--- src/rtl/bcd_pkg.sv ---
// Shared definitions for the sequential binary-to-BCD converter:
// FSM encoding and the double-dabble digit constants.
package bcd_pkg;

    typedef enum logic [1:0] {
        ST_IDLE  = 2'd0,
        ST_SHIFT = 2'd1,
        ST_DONE  = 2'd2
    } state_t;

    localparam int ADD3_THRESH = 5;
    localparam int DIGIT_W     = 4;

endpackage

--- src/rtl/bcd_converter_seq_if.sv ---
// Request/result bundle of the BCD converter. The requester drives start and
// in_value; the converter returns ready, the done pulse and the held results.
interface bcd_converter_seq_if
    import bcd_pkg::*;
#(
    parameter int WIDTH  = 16,
    parameter int DIGITS = 5
);

    logic                      start;
    logic [WIDTH-1:0]          in_value;
    logic                      ready;
    logic                      done;
    logic [DIGIT_W*DIGITS-1:0] out_bcd;
    logic [DIGITS-1:0]         out_blank;
    logic                      out_neg;
    logic                      out_ovf;

    modport master (
        output start, in_value,
        input  ready, done, out_bcd, out_blank, out_neg, out_ovf
    );

    modport slave (
        input  start, in_value,
        output ready, done, out_bcd, out_blank, out_neg, out_ovf
    );

endinterface

--- src/rtl/bcd_digit_adj.sv ---
// One double-dabble correction step: a BCD digit of 5 or more gets 3 added so
// that the following left shift carries correctly into the next digit.
module bcd_digit_adj
    import bcd_pkg::*;
(
    input  logic [DIGIT_W-1:0] digit,
    output logic [DIGIT_W-1:0] adj
);

    assign adj = (digit >= DIGIT_W'(ADD3_THRESH)) ? digit + DIGIT_W'(3) : digit;

endmodule

--- src/rtl/bcd_converter_seq.sv ---
// Sequential binary-to-BCD converter (shift-and-add-3), one operand bit per
// clock, with sign handling, leading-zero blanking mask and overflow flag.
module bcd_converter_seq
    import bcd_pkg::*;
#(
    parameter int WIDTH  = 16,
    parameter int DIGITS = 5,
    parameter int SIGNED = 0
) (
    input  logic              clk,
    input  logic              reset,
    bcd_converter_seq_if.slave bus
);

    localparam int CNT_W = $clog2(WIDTH + 1);
    localparam int BCD_W = DIGIT_W * DIGITS;

    state_t state;
    state_t state_nxt;

    logic [CNT_W-1:0]        cnt;
    logic [WIDTH-1:0]        operand;
    logic [WIDTH-1:0]        operand_nxt;
    logic [BCD_W-1:0]        scratch;
    logic [BCD_W-1:0]        scratch_adj;
    logic [BCD_W-1:0]        scratch_nxt;
    logic                    carry;
    logic                    ovf_sticky;
    logic                    neg;

    logic signed [WIDTH-1:0] in_signed;
    logic [WIDTH-1:0]        magnitude;
    logic                    in_neg;
    logic                    accept;
    logic                    last_shift;

    logic                    ready;
    logic                    done;
    logic [BCD_W-1:0]        out_bcd;
    logic [DIGITS-1:0]       out_blank;
    logic                    out_neg;
    logic                    out_ovf;

    // Bit d set when digit d and every digit above it are zero; digit 0 is never blanked.
    function automatic logic [DIGITS-1:0] blank_mask(input logic [BCD_W-1:0] bcd);
        logic [DIGITS-1:0] m;
        logic              zero_above;
        m          = '0;
        zero_above = 1'b1;
        for (int d = DIGITS - 1; d >= 1; d--) begin
            zero_above = zero_above && (bcd[d*DIGIT_W +: DIGIT_W] == '0);
            m[d]       = zero_above;
        end
        return m;
    endfunction

    // Negating in WIDTH bits lets the most negative value come out as its exact magnitude.
    assign in_signed = bus.in_value;
    assign in_neg    = (SIGNED != 0) && in_signed[WIDTH-1];
    assign magnitude = in_neg ? $unsigned(-in_signed) : bus.in_value;

    assign accept     = (state == ST_IDLE) && bus.start;
    assign last_shift = (state == ST_SHIFT) && (cnt == CNT_W'(1));

    for (genvar d = 0; d < DIGITS; d++) begin : g_digit
        bcd_digit_adj u_adj (
            .digit (scratch[d*DIGIT_W +: DIGIT_W]),
            .adj   (scratch_adj[d*DIGIT_W +: DIGIT_W])
        );
    end

    assign {carry, scratch_nxt, operand_nxt} = {scratch_adj, operand, 1'b0};

    always_ff @(posedge clk) begin
        if (reset) begin
            state <= ST_IDLE;
        end else begin
            state <= state_nxt;
        end
    end

    always_comb begin
        state_nxt = state;
        unique case (state)
            ST_IDLE:  if (bus.start) state_nxt = ST_SHIFT;
            ST_SHIFT: if (cnt == CNT_W'(1)) state_nxt = ST_DONE;
            ST_DONE:  state_nxt = ST_IDLE;
            default:  state_nxt = ST_IDLE;
        endcase
    end

    always_comb begin
        ready = (state == ST_IDLE);
        done  = (state == ST_DONE);
    end

    // Control and visible results: cleared by reset.
    always_ff @(posedge clk) begin
        if (reset) begin
            cnt        <= '0;
            ovf_sticky <= 1'b0;
            neg        <= 1'b0;
            out_bcd    <= '0;
            out_blank  <= blank_mask('0);
            out_neg    <= 1'b0;
            out_ovf    <= 1'b0;
        end else if (accept) begin
            cnt        <= CNT_W'(WIDTH);
            ovf_sticky <= 1'b0;
            neg        <= in_neg;
        end else if (state == ST_SHIFT) begin
            cnt        <= cnt - 1'b1;
            ovf_sticky <= ovf_sticky | carry;
            if (last_shift) begin
                out_bcd   <= scratch_nxt;
                out_blank <= blank_mask(scratch_nxt);
                out_neg   <= neg;
                out_ovf   <= ovf_sticky | carry;
            end
        end
    end

    // Working datapath: only meaningful between accept and completion.
    always_ff @(posedge clk) begin
        if (accept) begin
            operand <= magnitude;
            scratch <= '0;
        end else if (state == ST_SHIFT) begin
            operand <= operand_nxt;
            scratch <= scratch_nxt;
        end
    end

    assign bus.ready     = ready;
    assign bus.done      = done;
    assign bus.out_bcd   = out_bcd;
    assign bus.out_blank = out_blank;
    assign bus.out_neg   = out_neg;
    assign bus.out_ovf   = out_ovf;

endmodule

--- src/flat_wrapper.sv ---
// flat-port wrapper written by rule: the top's interface ports become plain ports
module bcd_converter_seq_flat import bcd_pkg::*;
#(
    parameter int WIDTH  = 16,
    parameter int DIGITS = 5,
    parameter int SIGNED = 0
)
  (clk, reset, bus_start, bus_in_value, bus_ready, bus_done, bus_out_bcd, bus_out_blank, bus_out_neg, bus_out_ovf);
  bcd_converter_seq_if #(.WIDTH(WIDTH), .DIGITS(DIGITS)) bus_i ();
  input  logic clk;
  input  logic reset;
  input wire logic [$bits(bus_i.start)-1:0] bus_start;
  input wire logic [$bits(bus_i.in_value)-1:0] bus_in_value;
  output wire logic [$bits(bus_i.ready)-1:0] bus_ready;
  output wire logic [$bits(bus_i.done)-1:0] bus_done;
  output wire logic [$bits(bus_i.out_bcd)-1:0] bus_out_bcd;
  output wire logic [$bits(bus_i.out_blank)-1:0] bus_out_blank;
  output wire logic [$bits(bus_i.out_neg)-1:0] bus_out_neg;
  output wire logic [$bits(bus_i.out_ovf)-1:0] bus_out_ovf;
  assign bus_i.start = bus_start;
  assign bus_i.in_value = bus_in_value;
  assign bus_ready = bus_i.ready;
  assign bus_done = bus_i.done;
  assign bus_out_bcd = bus_i.out_bcd;
  assign bus_out_blank = bus_i.out_blank;
  assign bus_out_neg = bus_i.out_neg;
  assign bus_out_ovf = bus_i.out_ovf;
  bcd_converter_seq #(.WIDTH(WIDTH), .DIGITS(DIGITS), .SIGNED(SIGNED)) u_core (.clk(clk), .reset(reset), .bus(bus_i));
endmodule
--- config.mk ---
export PLATFORM = sky130hd
export DESIGN_NAME = bcd_converter_seq_flat
export DESIGN_NICKNAME = d
export VERILOG_FILES = /design/src/rtl/bcd_pkg.sv /design/src/rtl/bcd_converter_seq_if.sv /design/src/rtl/bcd_digit_adj.sv /design/src/rtl/bcd_converter_seq.sv /design/src/flat_wrapper.sv
export SDC_FILE = /design/constraint.sdc
export NUM_CORES = 1
export LEC_CHECK = 0
export CORE_MARGIN = 2
export CORE_UTILIZATION = 50
export CTS_CLUSTER_DIAMETER = 60
export CTS_CLUSTER_SIZE = 12
export DETAILED_ROUTE_END_ITERATION = 16
export PLACE_DENSITY = 0.8
export SLEW_MARGIN = 20
export SYNTH_ARGS = -nofsm -noshare
export SYNTH_HDL_FRONTEND = slang
export SYNTH_SLANG_ARGS = --single-unit
--- constraint.sdc ---
create_clock -name clk -period 2.15 [get_ports clk]
set_input_delay 0.645 -clock clk [delete_from_list [all_inputs] [get_ports clk]]
set_output_delay 0.645 -clock clk [all_outputs]
set_load 0.1 [all_outputs]
==> flow_metrics.env <==
export IMPL_outcome="finished, final reports clean"
export IMPL_fmax_mhz=521.7
export IMPL_cts_buffers_inserted=9
export IMPL_cp_end_kind="flop"
export IMPL_antenna_left=0
export IMPL_diodes=0
export IMPL_hpwl_um=4896
export IMPL_port_buffers=45
export IMPL_synth_edf_count=16
export IMPL_core_sq_um=6277
export IMPL_final_setup_viol_count=0
export IMPL_drv_slew=0
export IMPL_wirelength_um=6817
export IMPL_fin_setup_tns_ns=0
export IMPL_leakagePower_nw=1.585
export IMPL_peakVddDrop_uv=434.3
export IMPL_worstPathMaxFanout=6
export IMPL_grt_max_degree=24
export IMPL_layout_commonest_cell="nand2_1"
export IMPL_syn2layout_area_growth_pct=28.15
export IMPL_drtIter0Drc=100
export IMPL_drv_cap=0
export IMPL_routabilityCongestion=0.8086
export IMPL_routed_via_density=5.380
export IMPL_clock_latency_ns=0.34
export IMPL_cts_resized_gates=0
export IMPL_num_io_pins=48
export IMPL_die_h_um=83.90
export IMPL_wl_per_cell_um=13.63
export IMPL_drc=0
export IMPL_track_usage_pct=20.81
export IMPL_worstPathArrival_ns=2.18
export IMPL_cp_data_required_time_ns=2.41
export IMPL_cts_tree="done"
export IMPL_fp_dieArea_sq_um=7038
export IMPL_firstDrtPassIters=5
export IMPL_grt_pass1_wl_um=11680
export IMPL_worstSetupPathType="flop to flop"
export IMPL_grt_pass1_vias=2606
export IMPL_synth_distinct_cells=45
export IMPL_hold_buffers=0
export IMPL_slowest_delay_ns=0.43
export IMPL_drive_gt1_share_pct=14.66
export IMPL_initial_core_util_pct=50.85
export IMPL_post_cts_buffers=0
export IMPL_yosysSeqAreaShare_pct=48.29
export IMPL_async_flop_share_pct=0
export IMPL_clock_sinks=69
export IMPL_crit_slowest_cell="dfxtp_1"
export IMPL_syn_area_sq_um=3192
export IMPL_cts_root_buf="clkbuf_8"
export IMPL_fin_nets=449
export IMPL_finClkSkew_ns=0.006897
export IMPL_overflow=0
export IMPL_yosysWarnings=0
export IMPL_r2r_slack_ns=0.23
export IMPL_synthCells=367
export IMPL_final_util_pct=65.16
export IMPL_rsz0062_at_grt="false"
export IMPL_cp_cell_sequence="inv_1 -> ha_1 -> nand2b_1 -> a21o_1 -> mux2i_1 -> nand4_1 -> o31ai_2"
export IMPL_clk_pin_slew_ns=0.07
export IMPL_fp_dieW_um=83.90
export IMPL_h_tree_depth=3
export IMPL_vias=2690
export IMPL_finalCriticalPeriod_ns=1.917
export IMPL_final_cell_mix="nand2_1, dfxtp_1, o21ai_0"
export IMPL_antenna_found_initial=0
export IMPL_synthFlopType="dfxtp_1"
export IMPL_postSynthAreaPerCell_sq_um=8.697
export IMPL_hold_viol=0
export IMPL_clock_path_buffers=2
export IMPL_crit_path_start_kind="flop"
export IMPL_powerDensity_nw_per_um2=719.4
export IMPL_hold_class="flop to flop"
export IMPL_fin_crit_sh_pct=89.15
export IMPL_rows=29
export IMPL_synth_seq_cells=69
==> kinds of logic after synthesis <==
kind of cell               synth area share (%)
DFF                                       48.29
AOI/OAI and AO/OA                         15.41
xor gates and xnor gates                  2.470
adders and majority gates                 4.704
buffers and inverters                     4.704
muxes                                     1.333
other                                    0.1175
and+or+nand+nor                           22.97
==> critical path, delay by kind of cell, from the launching register on <==
kind	cells	cell delay, ns
simple gates	2	0.30
mux	1	0.33
flops	1	0.43
compound gates	2	0.45
fa+ha+maj	1	0.25
buf+inv	1	0.09
==> path summary, 6_finish.rpt <==
kind	start	endpoint	depth (start not counted)
worst max register to register	u_core.scratch[16]	u_core.bus.out_blank[1]	7
worst min register to register	u_core.bus.out_bcd[0]	u_core.bus.out_bcd[0]	2
worst max-delay path	u_core.scratch[16]	u_core.bus.out_blank[1]	7
worst min-delay path	u_core.bus.out_bcd[0]	u_core.bus.out_bcd[0]	2
==> per-stage QoR <==
stage                     hold WS [ns]  instance area [sq um]  std cells  total power [mW]  setup slack (ns)
after floorplan                 0.4429                   3206        368             1.859            0.2653
after global placement          0.4460                   3918        484             2.004            0.1388
after detailed placement        0.4523                   3918        484             2.028           0.07879
after CTS                       0.4614                   4090        500             2.965            0.2326
after global routing            0.4846                   4090        500             3.082           0.08803
final                           0.4588                   4090        500             2.942            0.2332
==> power by group <==
part / switching (mW) / total [mW] / internal, mW / leakage, nW
clock: 0.458 / 0.938 / 0.480 / 0.0905
combinational: 0.315 / 0.510 / 0.195 / 0.905
sequential: 0.0627 / 1.49 / 1.43 / 0.589
total: 0.836 / 2.94 / 2.11 / 1.58
==> synthesized netlist by cell type (3+ instances only) <==
| master | count | area, sq um |
|---|---|---|
| nand2_1 | 75 | 281.5 |
| dfxtp_1 | 53 | 1061 |
| o21ai_0 | 39 | 195.2 |
| a21oi_1 | 19 | 95.09 |
| nor2_1 | 19 | 71.32 |
| edfxtp_1 | 16 | 480.5 |
| inv_1 | 16 | 60.06 |
| nand3_1 | 16 | 80.08 |
| clkbuf_1 | 12 | 45.04 |
| ha_1 | 12 | 150.1 |
| nor3_1 | 11 | 55.05 |
| a211oi_1 | 9 | 67.56 |
| and2_1 | 8 | 50.05 |
| xnor2_1 | 7 | 61.31 |
| nor3b_1 | 6 | 45.04 |
| o211ai_1 | 6 | 45.04 |
| nand2b_1 | 4 | 25.02 |
| and3_1 | 3 | 18.77 |
| buf_2 | 3 | 15.01 |
| nor2b_1 | 3 | 18.77 |
==> registers in the layout, summed over array words and instances, names as in the netlist <==
| register | cells |
|---|---|
| u_core.scratch | 20 |
| u_core.cnt | 5 |
| u_core.bus.out_blank | 4 |
| u_core.bus.out_bcd | 20 |
| u_core.bus.out_ovf | 1 |
| u_core.operand | 16 |
| u_core.state | 2 |
| u_core.ovf_sticky | 1 |
==> metal layers <==
| metal | vias to the layer above | part of all wire, % | routed length, um | global-route usage, % |
|---|---|---|---|---|
| met3 | 12 | 2.7 | 183 | 4.154 |
| met5 | - | 0 | 0 | 0 |
| met1 | 1275 | 46 | 3103 | 25.28 |
| met4 | 0 | 2.4 | 164 | 11.44 |
| li1 | 1357 | - | - | - |
| met2 | 46 | 49 | 3365 | 34.55 |
==> cell type report <==
| cell class | count | area, sq um |
|---|---|---|
| fill | 517 | 2187 |
| sequential | 69 | 1541 |
| multi-input combinational | 264 | 1514 |
| timing repair buffer | 58 | 705.7 |
| clock buffer | 14 | 162.7 |
| tap | 77 | 96.34 |
| inverter | 16 | 60.06 |
| clock inverter | 2 | 10.01 |
(Power assumes the default switching activity.)
